$ cat src/rtl/boot_loader_pkg.sv
// boot_loader_pkg: shared state encoding and latency-counter sizing for the boot stream loader
package boot_loader_pkg;
  typedef enum logic [2:0] {IDLE, FETCH, WRITE, FINISH, EXEC} state_t;
  function automatic int lat_w(input int lat);
    return $clog2(lat + 1);
  endfunction
  localparam int ROM_LAT_W = lat_w(1);
endpackage

$ cat src/rtl/boot_stream_loader.sv
// boot_stream_loader: copies a ROM block into the core download port, then optionally requests execution
module boot_stream_loader
  import boot_loader_pkg::*;
#(
  parameter int ADDR_W = 16,
  parameter int DATA_W = 8,
  parameter int ROM_LAT = 1,
  parameter int AUTO_EXEC = 1
) (
  input  logic              clk_sys,
  input  logic              reset_n,
  input  logic              start,
  input  logic [ADDR_W-1:0] src_base,
  input  logic [ADDR_W-1:0] dst_base,
  input  logic [ADDR_W-1:0] length,
  input  logic              start_exec,
  input  logic [ADDR_W-1:0] exec_target,
  output logic [ADDR_W-1:0] rom_addr,
  input  logic [DATA_W-1:0] rom_data,
  input  logic              dn_wait,
  output logic              dn_go,
  output logic              dn_wr,
  output logic [ADDR_W-1:0] dn_addr,
  output logic [DATA_W-1:0] dn_data,
  output logic              exec_en,
  output logic [ADDR_W-1:0] exec_addr,
  output logic              busy,
  output logic              done,
  output logic [DATA_W-1:0] checksum
);
  localparam int LW = lat_w(ROM_LAT);
  localparam logic [LW-1:0] LAT = LW'(ROM_LAT);
  state_t state, state_nx;
  logic [ADDR_W-1:0] src, dst, left;
  logic [LW-1:0] cnt;
  logic exec_req, launch, fetched, accept;
  assign rom_addr = src;
  assign dn_addr = dst;
  // next-state decode and state-derived strobes; the ROM address only moves after an accept
  always_comb begin
    launch = state == IDLE && start;
    fetched = state == FETCH && cnt == '0;
    accept = state == WRITE && !dn_wait;
    dn_go = state == FETCH || state == WRITE;
    dn_wr = state == WRITE;
    busy = state != IDLE;
    done = state == FINISH;
    exec_en = state == EXEC;
    state_nx = state;
    unique case (state)
      IDLE:    if (start) state_nx = length == '0 ? FINISH : FETCH;
      FETCH:   if (fetched) state_nx = WRITE;
      WRITE:   if (accept) state_nx = left == ADDR_W'(1) ? FINISH : FETCH;
      FINISH:  state_nx = exec_req ? EXEC : IDLE;
      EXEC:    state_nx = IDLE;
      default: state_nx = IDLE;
    endcase
  end
  // state register; reset aborts any copy on the same edge
  always_ff @(posedge clk_sys) state <= !reset_n ? IDLE : state_nx;
  // operand latch, ROM latency countdown, write data capture and running checksum
  always_ff @(posedge clk_sys) begin
    if (!reset_n) begin
      src <= '0;
      dst <= '0;
      left <= '0;
      cnt <= '0;
      dn_data <= '0;
      checksum <= '0;
      exec_addr <= '0;
      exec_req <= 1'b0;
    end else begin
      if (launch) begin
        src <= src_base;
        dst <= dst_base;
        left <= length;
        cnt <= LAT;
        checksum <= '0;
        exec_addr <= exec_target;
        exec_req <= start_exec && AUTO_EXEC != 0;
      end
      if (state == FETCH && !fetched) cnt <= cnt - LW'(1);
      if (fetched) dn_data <= rom_data;
      if (accept) begin
        checksum <= checksum + dn_data;
        src <= src + ADDR_W'(1);
        dst <= dst + ADDR_W'(1);
        left <= left - ADDR_W'(1);
        cnt <= LAT;
      end
    end
  end
endmodule

$ cat config.mk
export PLATFORM = sky130hd
export DESIGN_NAME = boot_stream_loader
export DESIGN_NICKNAME = d
export VERILOG_FILES = /design/src/rtl/boot_loader_pkg.sv /design/src/rtl/boot_stream_loader.sv
export SDC_FILE = /design/constraint.sdc
export NUM_CORES = 1
export LEC_CHECK = 0
export ABC_AREA = 0
export CORE_ASPECT_RATIO = 1.75
export CORE_MARGIN = 5
export CORE_UTILIZATION = 50
export CTS_BUF_LIST = sky130_fd_sc_hd__clkbuf_8
export DETAILED_ROUTE_END_ITERATION = 10
export MAX_ROUTING_LAYER = met4
export PLACE_DENSITY = 0.87
export REMOVE_ABC_BUFFERS = 1
export SETUP_SLACK_MARGIN = 0.2
export SLEW_MARGIN = 20
export SYNTH_ARGS = -nofsm -noshare
export SYNTH_HDL_FRONTEND = slang
export SYNTH_SLANG_ARGS = --single-unit
$ cat constraint.sdc
create_clock -name clk_sys -period 6.4 [get_ports clk_sys]
set_input_delay 1.6 -clock clk_sys [delete_from_list [all_inputs] [get_ports clk_sys]]
set_output_delay 1.6 -clock clk_sys [all_outputs]
set_load 0.01 [all_outputs]
==> results of run 1 <==
synthesized netlist by cell type, types with 9 or more instances:
cell type	count	share of area (%)
nand2_1	108	9.5
dfxtp_1	85	40
a21oi_1	73	8.5
nor2_1	34	3.0
nand3_1	32	3.7
clkbuf_1	28	2.5
nor3_1	16	1.9
o21ai_0	16	1.9
a31oi_1	15	2.2
inv_1	13	1.1
ha_1	11	3.2
nor4_1	10	1.5
and3_1	9	1.3
final timing paths:
path | endpoint | slack (ns) | depth (start not counted)
worst max-delay path | dn_addr[12] | 2.55 | 6
worst max register to register | dn_addr[12] | 3.77 | 5
worst min-delay path | exec_addr[10] | 0.46 | 2
worst min register to register | exec_addr[10] | 0.46 | 2
tightest hold or removal path, cell delays in order, from the launching register on:
cell     delay (ns)
dfxtp_1        0.31
nand2_1        0.05
a21oi_1        0.05
layer usage:
layer	part of all wire (%)	wire length [µm]
met5	0	0
met4	3.4	442
met3	5.9	778
met2	54	7090
met1	37	4850
area by class of cell:
class	count	area share [%]
clock inverters	7	1.92
multi-input cells	422	39.9
repair buffers	148	24.5
flip-flops and latches	85	28.3
well taps	115	2.40
clock buffers	9	2.06
inverters	13	0.813
sequential cells by signal, indices dropped and copies added (netlist names):
register,count
exec_req,1
exec_addr,16
cnt,1
dn_addr,16
dn_data,8
checksum,8
state,3
rom_addr,16
left,16
power groups by stage:
stage | sequential (µW) | clock (µW) | combinational, µW
6_report | 605 | 456 | 277
5_1_grt | 611 | 485 | 301
4_1_cts | 604 | 457 | 277
3_5_place_dp | 616 | 0 | 275
3_3_place_gp | 614 | 0 | 268
2_1_floorplan | 620 | 0 | 122
cells by family after synthesis:
logic type                 Yosys count  synth area share, %
adders and majority gates           12                 3.68
DFF                                 85                 39.7
buffers and inverters               49                 4.84
and+or+nand+nor                    250                 27.9
xor gates and xnor gates             5                 1.02
muxes                                6                 1.55
AOI/OAI and AO/OA                  149                 21.4
through the flow:
step / cell area [µm²] / setup TNS, ns
after floorplan: 4130 / -64.88
after global placement: 5760 / 0
after detailed placement: 5760 / 0
after CTS: 6000 / 0
after global routing: 6000 / 0
final: 6000 / 0
==> results.json, run 1 <==
{
  "number_of_clock_buffers_inserted_by_tritoncts": 9,
  "switching_share_of_total_power_pct": 28.1,
  "post_synth.cell_area_avg_um2": 7.71,
  "n_antenna_cell": 0,
  "hp-class": "flop to flop",
  "timing.critical_path.required_ns": 6.70,
  "async_reset_ff_share_pct": 0,
  "max_freq_mhz": 260,
  "data_arrival_time_at_the_worst_slack_endpoint_ns": 4.15,
  "fin_util_pct": 71.8,
  "synthToLayoutAreaGrowth_pct": 40.0,
  "post-cts-setup-buffer-count": 0,
  "synthesis.yosys.warnings": 0,
  "clock-skew-final_ns": 0.0111,
  "num-fill-cells": 693,
  "max_stage_delay_ns": 0.75,
  "clk_latency_ns": 0.37,
  "power_uw": 1340,
  "finalHoldViolCount": 0,
  "fp.coreArea_um2": 8370,
  "synth.cell_area_um2": 4290,
  "detail_route.iter0.violations": 404,
  "critical_path_buf_inv_count": 1,
  "crit_path_top_delay_cell": "or4b_4",
  "cp_delay_by_family_top": "simple AND/OR/NAND/NOR gates",
  "use_met3_pct": 3.95,
  "antenna_found_initial": 0,
  "maximum_number_of_pins_on_one_net_before_global_route_repair": 69,
  "drt-vias-per-instance": 5.89,
  "timing.critical_path.to_type": "flop",
  "crit_path_start": "dn_wait",
  "setup_violation_total_in_the_final_timing_report": 0,
  "synth.yosys.seq_area_share_pct": 39.7,
  "tritoncts": "done",
  "final.period_utilization_pct": 60.2,
  "synth.ff_latch_count": 85,
  "slew-limit-headroom_pct": 27.9,
  "most_frequent_standard_cell_in_the_layout_excluding_fill_and_tap_cells": "clkdlybuf4s50_1",
  "place_inst": 783,
  "postRouteAntennaNets": 0,
  "multi_input_area_um2": 2400,
  "h_tree_level_count": 3,
  "start_util_pct": 51.2,
  "result_of_the_run": "finished, final reports clean",
  "dr.pass1.iters": 5,
  "grtUsageMet1_pct": 25.9,
  "worst_r2r_startpoint": "state[1]",
  "power.share.clock_pct": 34.1,
  "netlist-cell-type-count": 58,
  "holdBufCountCts": 0,
  "routed_wirelength_mm": 13.2,
  "hpwl_mm": 9.31,
  "setup_ws_ns": 2.55,
  "holdCritStartpoint": "exec_addr[10]",
  "period_needed_ns": 3.85,
  "seqCellArea_um2": 1700,
  "clock_tree_sinks": 85,
  "timing.setup.critical_path_class": "primary input to flop",
  "layout_common_cells": "145 x clkdlybuf4s50_1, 108 x nand2_1, 85 x dfxtp_1, 73 x a21oi_1, 34 x nor2_1",
  "global_route_met2_utilization_pct": 44.2,
  "finalHoldWorstSlack_ns": 0.456,
  "clk_path_buf_depth": 2,
  "path_clk_slew_ns": 0.09,
  "num_vias": 4710,
  "total_switching_power_uw": 375,
  "static-leakage-power_uw": 0.00214,
  "drv_slew": 0,
  "total_drc_errors_in_the_routed_layout": 0,
  "grt_pass1_vias": 4747,
  "cellPowerDensity_nw_per_um2": 223,
  "final_net_count": 768,
  "die_width_um": 80,
  "combPwrFrac_pct": 20.7,
  "yosys_most_used_dff": "dfxtp_1",
  "cts_repair_resize_count": 0,
  "detailedPlace.worstSlack_ns": 2.24,
  "p_seq_share_pct": 45.2,
  "synth-edff-count": 0,
  "crit_path_cell_trace": "clkdlybuf4s50_1 -> or4b_4 -> nor3_1 -> and3_1 -> mux2_2 -> a21oi_1",
  "grt_use_total_pct": 25.1,
  "gr-max-usage-layer": "met2",
  "stdcell_count": 799,
  "internal_power_uw": 963,
  "die-area_um2": 10600,
  "aggregate_global_routing_overflow": 0,
  "post_drt_wl_per_cell_um": 16.5,
  "netlist_instances": 556,
  "first_pass_grt_wire_length_mm": 21.0,
  "pin_count": 146,
  "die_y_um": 133,
  "grt_setup_unrepaired": "no",
  "core.rowCount": 44,
  "cap_viol_max_count": 0,
  "place_congestion": 0.944,
  "max-vdd-ir-drop_uv": 195,
  "cts_root_buffer": "clkbuf_8",
  "place.port_buffers": 145,
  "critical_path.max_fanout": 42,
  "drive_gt1_share_pct": 5.12,
  "critical_path.startpoint_type": "primary input",
  "tightestPinTransition_ns": 1.08
}
No activity file was read; power rests on OpenSTA's default activity.
==> run 2, diff against run 1 <==
--- a/config.mk
+++ b/config.mk
@@ -8,11 +8,11 @@
 export ABC_AREA = 0
 export CORE_ASPECT_RATIO = 1.75
 export CORE_MARGIN = 5
-export CORE_UTILIZATION = 50
+export CORE_UTILIZATION = 47
 export CTS_BUF_LIST = sky130_fd_sc_hd__clkbuf_8
 export DETAILED_ROUTE_END_ITERATION = 10
 export MAX_ROUTING_LAYER = met4
-export PLACE_DENSITY = 0.87
+export PLACE_DENSITY = 0.82
 export REMOVE_ABC_BUFFERS = 1
 export SETUP_SLACK_MARGIN = 0.2
 export SLEW_MARGIN = 20
==> constraint.sdc (replaced) <==
create_clock -name clk_sys -period 3.7 [get_ports clk_sys]
set_input_delay 0.925 -clock clk_sys [delete_from_list [all_inputs] [get_ports clk_sys]]
set_output_delay 0.925 -clock clk_sys [all_outputs]
set_load 0.01 [all_outputs]
==> run 2 against run 1 <==
Against the previous run:
- worst setup slack lost 1.9 ns
- sequential power grew 74%
- die area grew 5.7%
- hold slack is essentially flat
- critical endpoint unchanged
- largest cell class unchanged
==> results.json, run 2 (synthesis gave the netlist of run 1 again) <==
{
  "post-cts-setup-buffer-count": 0,
  "hpwl_mm": 10.1,
  "static-leakage-power_uw": 0.00217,
  "layout_common_cells": "145 x clkdlybuf4s50_1, 108 x nand2_1, 85 x dfxtp_1, 73 x a21oi_1, 33 x nor2_1",
  "timing.setup.critical_path_class": "primary input to flop",
  "holdBufCountCts": 0,
  "finalHoldWorstSlack_ns": 0.456,
  "timing.critical_path.required_ns": 3.99,
  "dr.pass1.iters": 5,
  "most_frequent_standard_cell_in_the_layout_excluding_fill_and_tap_cells": "clkdlybuf4s50_1",
  "drive_gt1_share_pct": 6.37,
  "max_freq_mhz": 327,
  "worst_r2r_startpoint": "state[1]",
  "first_pass_grt_wire_length_mm": 22.0,
  "hold_path_end": "exec_addr[9]",
  "worst_r2r_path_depth": 6,
  "grt_use_total_pct": 25.7,
  "slew-limit-headroom_pct": 52.1,
  "tightestPinTransition_ns": 0.718,
  "critical_path.startpoint_type": "primary input",
  "post_drt_wl_per_cell_um": 17.2,
  "global_route_met2_utilization_pct": 44.0,
  "start_util_pct": 47.8,
  "holdCritStartpoint": "exec_addr[9]",
  "hold-path-cell-count": 2,
  "drv_slew": 0,
  "data_arrival_time_at_the_worst_slack_endpoint_ns": 3.35,
  "detail_route.iter0.violations": 260,
  "place_congestion": 0.900,
  "detailedPlace.worstSlack_ns": 0.300,
  "finalHoldViolCount": 0,
  "postRouteAntennaNets": 0,
  "num_vias": 4821,
  "cts_root_buffer": "clkbuf_8",
  "antenna_found_initial": 0,
  "final.period_utilization_pct": 82.7,
  "critical_path.max_fanout": 16,
  "gr-max-usage-layer": "met2",
  "ff2ff_setup_slack_ns": 1.18,
  "power_uw": 2350,
  "result_of_the_run": "finished, final reports clean",
  "place.port_buffers": 145,
  "h_tree_level_count": 3,
  "regToRegEndpoint": "dn_addr[12]",
  "total_drc_errors_in_the_routed_layout": 0,
  "use_met3_pct": 4.05,
  "drt-vias-per-instance": 5.94,
  "die_width_um": 82.2,
  "period_needed_ns": 3.06,
  "cts_repair_resize_count": 0,
  "path_clk_slew_ns": 0.09,
  "hp-class": "flop to flop",
  "max-vdd-ir-drop_uv": 305,
  "cellPowerDensity_nw_per_um2": 388,
  "clk_latency_ns": 0.37,
  "pin_count": 146,
  "maximum_number_of_pins_on_one_net_before_global_route_repair": 68,
  "setup_violation_total_in_the_final_timing_report": 0,
  "number_of_clock_buffers_inserted_by_tritoncts": 9,
  "tritoncts": "done",
  "routed_wirelength_mm": 14.0,
  "clock_tree_sinks": 85,
  "grt_pass1_vias": 4825,
  "die_y_um": 136,
  "cap_viol_max_count": 0,
  "final_net_count": 775,
  "fp.coreArea_um2": 8980,
  "timing.critical_path.to_type": "flop",
  "clk_path_buf_depth": 2,
  "setup_ws_ns": 0.639,
  "crit_path_start": "dn_wait",
  "fin_setup_tns_ns": 0,
  "die-area_um2": 11200,
  "grtUsageMet1_pct": 26.9,
  "clock-skew-final_ns": 0.00758,
  "n_antenna_cell": 0,
  "core.rowCount": 46,
  "grt_setup_unrepaired": "no",
  "synthToLayoutAreaGrowth_pct": 41.6,
  "aggregate_global_routing_overflow": 0
}
-- run 2: cell types whose count changed in the layout (fill, tap and decap cells not counted), sizes merged --
cell and delta:
buf +7, clkbuf +1, clkinvlp -1
-- run 2: critical path: stages --
cell	delay, ns
clkdlybuf4s50_1	0.50
or4b_4	0.65
buf_4	0.21
nor3_1	0.34
and3_1	0.23
mux2_2	0.33
a21oi_1	0.15
-- run 2: how the worst max path moves through the flow --
stage | to | slack, ns
floorplan | left[12] | -4.30
detailed placement | dn_addr[12] | 0.30
global route | dn_addr[12] | 0.54
CTS | dn_go | 0.65
global placement | dn_addr[12] | 0.38
finish | dn_addr[12] | 0.64
-- run 2: power breakdown --
| part | total (µW) | internal (µW) | switching [µW] |
|---|---|---|---|
| Clock | 817 | 467 | 350 |
| Combinational | 489 | 246 | 243 |
| Sequential | 1050 | 979 | 69.8 |
| Total | 2350 | 1690 | 663 |
-- run 2: area by class of cell --
| cell class | instances | area, µm² |
|---|---|---|
| inverters | 13 | 48.8 |
| clock inverters | 6 | 109 |
| multi-input cells | 422 | 2400 |
| well taps | 120 | 150 |
| repair buffers | 155 | 1530 |
| clock buffers | 10 | 138 |
| flip-flops and latches | 85 | 1700 |
| fillers | 765 | 2910 |
-- run 2: per-stage QoR --
stage	instances	cell area [µm²]	utilization [%]
3_5_place_dp	795	5820	64.8
3_3_place_gp	795	5820	64.8
6_report	811	6070	67.6
2_1_floorplan	520	4130	-
5_1_grt	811	6070	67.6
4_1_cts	811	6070	67.6
-- run 2: routing by layer --
| layer | share of wire (%) | wire (µm) |
|---|---|---|
| met1 | 38 | 5240 |
| met2 | 53 | 7340 |
| met3 | 5.8 | 808 |
| met4 | 4.0 | 556 |
| met5 | 0 | 0 |
